[src/rtl/im_sched_pkg.sv]
// Shared types for the Clos input-module scheduler: CM state encoding and index widths.
package im_sched_pkg;

    typedef enum logic {
        CmFree = 1'b0,
        CmHeld = 1'b1
    } cm_state_e;

    // Index width with a floor of one bit so single-entry vectors still get a pointer.
    function automatic int unsigned idx_width(int unsigned n);
        return (n > 1) ? $clog2(n) : 1;
    endfunction

endpackage

[src/rtl/im_sched_if.sv]
// Request/grant bundle between input ports and the IM scheduler.
// The cms reachability matrix exists only when CMS_MASK_EN is defined.
interface im_sched_if #(
    parameter int unsigned NN = 2,
    parameter int unsigned MN = 2,
    parameter int unsigned SN = 2
);
    logic [NN-1:0]         req;
    logic [NN-1:0][SN-1:0] deci;
    logic [NN-1:0]         eof;
`ifdef CMS_MASK_EN
    logic [MN-1:0][SN-1:0] cms;
`endif
    logic [MN-1:0][NN-1:0] cfg;
    logic [NN-1:0]         gnt;
    logic [MN-1:0]         busy;

`ifdef CMS_MASK_EN
    modport master (output req, deci, eof, cms, input cfg, gnt, busy);
    modport slave  (input req, deci, eof, cms, output cfg, gnt, busy);
`else
    modport master (output req, deci, eof, input cfg, gnt, busy);
    modport slave  (input req, deci, eof, output cfg, gnt, busy);
`endif

endinterface

[src/rtl/im_sched_rr_arb.sv]
// Combinational N-way round-robin pick: first request at or after ptr, wrapping.
module im_sched_rr_arb
    import im_sched_pkg::*;
#(
    parameter int unsigned N = 2,
    localparam int unsigned PW = idx_width(N)
) (
    input  logic [N-1:0]  req,
    input  logic [PW-1:0] ptr,
    output logic [N-1:0]  gnt,
    output logic [PW-1:0] gnt_idx,
    output logic          any
);

    int unsigned j;

    always_comb begin
        gnt     = '0;
        gnt_idx = '0;
        any     = 1'b0;
        j       = 0;
        for (int unsigned i = 0; i < N; i++) begin
            j = 32'(ptr) + i;
            if (j >= N) j = j - N;
            if (!any && req[j]) begin
                any     = 1'b1;
                gnt[j]  = 1'b1;
                gnt_idx = PW'(j);
            end
        end
    end

endmodule

[src/rtl/im_sched.sv]
// Clos input-module scheduler: one round-robin CM allocation per cycle, paths held until EoF.
// Optional CMS_MASK_EN restricts each CM to inputs whose decoded direction it can reach.
module im_sched
    import im_sched_pkg::*;
#(
    parameter int unsigned NN = 2,
    parameter int unsigned MN = 2,
    parameter int unsigned SN = 2
) (
    input logic      clk,
    input logic      rst_n,
    im_sched_if.slave bus
);

    localparam int unsigned PW = idx_width(NN);
    localparam int unsigned CW = idx_width(MN);

    cm_state_e             cm_state_q [MN];
    logic [MN-1:0][NN-1:0] cfg_q;
    logic [NN-1:0]         gnt_q;
    logic [PW-1:0]         ptr_q;

    logic [MN-1:0]         busy;
    logic [NN-1:0][MN-1:0] cm_ok;
    logic [NN-1:0]         elig;
    logic [NN-1:0]         rel;
    logic [NN-1:0]         pick_oh;
    logic [PW-1:0]         pick_idx;
    logic                  pick_any;
    logic [CW-1:0]         cm_idx;
    logic                  cm_found;

`ifndef CMS_MASK_EN
    logic unused_deci;
    assign unused_deci = ^bus.deci;
`endif

    // Eligibility uses registered state only, so a CM freed this cycle waits one cycle.
    always_comb begin
        busy  = '0;
        cm_ok = '0;
        elig  = '0;
        for (int unsigned m = 0; m < MN; m++) busy[m] = (cm_state_q[m] == CmHeld);
        for (int unsigned n = 0; n < NN; n++) begin
            for (int unsigned m = 0; m < MN; m++) begin
`ifdef CMS_MASK_EN
                cm_ok[n][m] = ~busy[m] & (|(bus.cms[m] & bus.deci[n]));
`else
                cm_ok[n][m] = ~busy[m];
`endif
            end
            elig[n] = bus.req[n] & ~gnt_q[n] & (|cm_ok[n]);
        end
        rel = bus.eof & gnt_q;
    end

    im_sched_rr_arb #(
        .N (NN)
    ) u_arb (
        .req     (elig),
        .ptr     (ptr_q),
        .gnt     (pick_oh),
        .gnt_idx (pick_idx),
        .any     (pick_any)
    );

    always_comb begin
        cm_idx   = '0;
        cm_found = 1'b0;
        for (int unsigned m = 0; m < MN; m++) begin
            if (!cm_found && cm_ok[pick_idx][m]) begin
                cm_idx   = CW'(m);
                cm_found = 1'b1;
            end
        end
    end

    always_ff @(posedge clk or negedge rst_n) begin
        if (!rst_n) begin
            for (int unsigned m = 0; m < MN; m++) cm_state_q[m] <= CmFree;
            cfg_q <= '0;
            gnt_q <= '0;
            ptr_q <= '0;
        end else begin
            for (int unsigned m = 0; m < MN; m++) begin
                if (cm_state_q[m] == CmHeld && (|(cfg_q[m] & rel))) begin
                    cm_state_q[m] <= CmFree;
                    cfg_q[m]      <= '0;
                end
            end
            // Granted input had gnt=0 and released inputs had gnt=1, so the masks never overlap.
            gnt_q <= (gnt_q & ~rel) | (pick_any ? pick_oh : '0);
            if (pick_any) begin
                cm_state_q[cm_idx] <= CmHeld;
                cfg_q[cm_idx]      <= pick_oh;
                ptr_q              <= (pick_idx == PW'(NN - 1)) ? '0 : pick_idx + PW'(1);
            end
        end
    end

    assign bus.cfg  = cfg_q;
    assign bus.gnt  = gnt_q;
    assign bus.busy = busy;

endmodule

[src/flat_wrapper.sv]
// flat-port wrapper written by rule: the top's interface ports become plain ports
module im_sched_flat import im_sched_pkg::*;
#(
    parameter int unsigned NN = 2,
    parameter int unsigned MN = 2,
    parameter int unsigned SN = 2
)
  (clk, rst_n, bus_req, bus_deci, bus_eof, bus_cfg, bus_gnt, bus_busy);
  im_sched_if #(.NN(NN), .MN(MN), .SN(SN)) bus_i ();
  input logic clk;
  input logic rst_n;
  input wire logic [$bits(bus_i.req)-1:0] bus_req;
  input wire logic [$bits(bus_i.deci)-1:0] bus_deci;
  input wire logic [$bits(bus_i.eof)-1:0] bus_eof;
  output wire logic [$bits(bus_i.cfg)-1:0] bus_cfg;
  output wire logic [$bits(bus_i.gnt)-1:0] bus_gnt;
  output wire logic [$bits(bus_i.busy)-1:0] bus_busy;
  assign bus_i.req = bus_req;
  assign bus_i.deci = bus_deci;
  assign bus_i.eof = bus_eof;
  assign bus_cfg = bus_i.cfg;
  assign bus_gnt = bus_i.gnt;
  assign bus_busy = bus_i.busy;
  im_sched #(.NN(NN), .MN(MN), .SN(SN)) u_core (.clk(clk), .rst_n(rst_n), .bus(bus_i));
endmodule
[config.mk]
export PLATFORM = sky130hd
export DESIGN_NAME = im_sched_flat
export DESIGN_NICKNAME = d
export VERILOG_FILES = /design/src/rtl/im_sched_pkg.sv /design/src/rtl/im_sched_if.sv /design/src/rtl/im_sched_rr_arb.sv /design/src/rtl/im_sched.sv /design/src/flat_wrapper.sv
export SDC_FILE = /design/constraint.sdc
export NUM_CORES = 1
export LEC_CHECK = 0
export BUFFER_PORTS_ARGS = -buffer_cell sky130_fd_sc_hd__buf_2
export CAP_MARGIN = 20
export CORE_AREA = 8 8 45 47
export DETAILED_ROUTE_END_ITERATION = 8
export DIE_AREA = 0 0 53 55
export REMOVE_ABC_BUFFERS = 1
export SLEW_MARGIN = 20
export SYNTH_ARGS = -nofsm -noshare
export SYNTH_HDL_FRONTEND = slang
export SYNTH_SLANG_ARGS = --single-unit
[constraint.sdc]
create_clock -name clk -period 1.5 [get_ports clk]
set_input_delay 0.225 -clock clk [delete_from_list [all_inputs] [get_ports clk]]
set_output_delay 0.225 -clock clk [all_outputs]
set_load 0.1 [all_outputs]
==> results_dict.tcl <==
set metrics [dict create \
    cts_buffers 3 \
    maxSlewHeadroom_pct 67.7 \
    antenna_cells 0 \
    avgSynthCellArea_sq_um 9.40 \
    critical_path_required_ps 1270 \
    status "finished clean" \
    skew_ps 5.34 \
    drv_slew 0 \
    die_y_um 55 \
    place_area_sq_um 578 \
    finalInstanceArea_sq_um 614 \
    critPathSlowestCell "buf_2" \
    insertion_delay_ps 260 \
    path_class "reg -> out" \
    cp_slowest_stage_delay_ps 430 \
    finalHoldViolCount 0 \
    drive_above_1_share_pct 26.1 \
    drc_errors 0 \
    core_area_sq_um 1380 \
    rsz0062_at_grt "no" \
    fp.dieW_um 53 \
    path_delay_family "buffers and inverters" \
    cts-htree-levels 1 \
    root_buffer "clkbuf_4" \
    clk_pin_slew_ps 60 \
    synth_seq_cells 9 \
    start_util_pct 34.6 \
    grt_pass1_wl_um 1880 \
    cp.arrival_ps 1190 \
    crit_path_start_kind "register" \
    port_buffers 13 \
    die_area_sq_um 2920 \
    dr.pass1.iters 4 \
    endpoint_kind "output port" \
    ant_nets 0 \
    min_period_ps 1410 \
    synthCells 51 \
    tritoncts "done" \
    wl_per_cell_um 13.5 \
    grt_max_degree 12 \
    hpwl_um 916 \
    path_max_fanout 7 \
    reg2reg_slack_ps 140 \
    vias 453 \
    layout_commonest_cell "buf_2" \
    yosysSeqAreaShare_pct 47.0 \
    clk_path_buf_depth 2 \
    max_cap_viol_count 0 \
    fin_nets 80 \
    path_cells "buf_4 > buf_2" \
    clock.fmax_ghz 0.709 \
    syn2layout_area_growth_pct 28.2 \
    layout_common_cells "buf_2, dfrtp_1, inv_1" \
    viasPerCell 5.33 \
    netlist_area_sq_um 479 \
    fin_crit_sh_pct 94.1 \
    rows 14 \
    grt_pass1_vias 426 \
    place_congestion 0.763 \
    cts.sinks 9 \
    grt_usage_pct 9.04 \
    io_pins 18 \
    tightestPinTransition_ps 488 \
    gr-total-overflow 0 \
    finalSetupViolCount 0 \
    fillers 138 \
    holdCritPathClass "in -> reg" \
    synthDistinctLibCells 25 \
    synth_warnings 0 \
    post_cts_buffers 0 \
    antenna_found_initial 0 \
    crit_buf_inv 2 \
    wirelength_um 1150 \
    drt_iter0_drc 9 \
]
Yosys cell counts:
cell type	n	area, sq um
nand3_1	4	20.0
o211ai_1	2	15.0
inv_1	6	22.5
nor2_1	2	7.51
o21ai_1	3	15.0
a31o_1	1	8.76
o2111a_1	1	11.3
a311o_1	1	10.0
a21oi_1	3	15.0
nand3b_1	2	15.0
o32ai_1	1	8.76
and2b_1	1	7.51
a31oi_1	1	6.26
a32oi_1	1	8.76
a2bb2oi_1	1	8.76
buf_6	1	11.3
nand4_1	1	6.26
a22o_1	1	8.76
buf_2	1	5.00
and4_1	1	8.76
nand2_1	3	11.3
o21ai_0	2	10.0
dfrtp_1	9	225
nand2b_1	1	6.26
nor2b_1	1	6.26
per-layer routing:
layer | vias up | routed length [um] | global-route usage, % | share of wire, %
met4 | 0 | 8 | 3.88 | 0.70
met3 | 2 | 121 | 5.61 | 11
met1 | 208 | 536 | 10.7 | 47
met5 | - | 0 | 0 | 0
li1 | 227 | - | - | -
met2 | 16 | 480 | 12.7 | 42
per-stage QoR:
step	hold WS (ps)	cells	setup WS, ps	setup TNS [ps]	utilization [%]
floorplan	-70.6	49	-389	-1760	-
global placement	91.2	80	164	0	41.8
detailed placement	91.8	80	191	0	41.8
CTS	188	85	77.5	0	44.4
global route	223	85	39.1	0	44.4
finish	199	85	89.1	0	44.4
worst paths after layout:
kind	start	endpoint	cells past startpoint
max reg2reg	u_core.bus.gnt[1]	u_core.bus.cfg[3]	3
min	bus_eof[1]	u_core.bus.gnt[1]	2
min reg2reg	u_core.bus.cfg[1]	u_core.bus.cfg[1]	2
min in group asynchronous	rst_n	u_core.bus.cfg[1]	2
max in group asynchronous	rst_n	u_core.bus.cfg[0]	2
max	u_core.bus.gnt[1]	bus_gnt[1]	2
cell type report:
class / count / area, sq um / share of cell area, %
Inverter: 6 / 22.5 / 3.67
Timing Repair Buffer: 16 / 105 / 17.1
Multi-Input combinational cell: 34 / 215 / 35.0
Sequential cell: 9 / 225 / 36.7
Tap cell: 16 / 20.0 / 3.26
Clock buffer: 4 / 26.3 / 4.28
repair_timing:
item                                   4_1_cts  5_1_grt
resized for setup                            0        0
endpoints found under the hold margin        9        0
hold buffers                                 1        0
cells by family after synthesis:
| logic type | share of synthesized area, % |
|---|---|
| AO/OA/AOI/OAI | 26.4 |
| AND/OR/NAND/NOR | 18.5 |
| flip-flops | 47.0 |
| buffers and inverters | 8.09 |
Power is left out: the tool's default activity adds up to more than one toggle a clock period on the data nets, which glitch-free logic cannot reach.
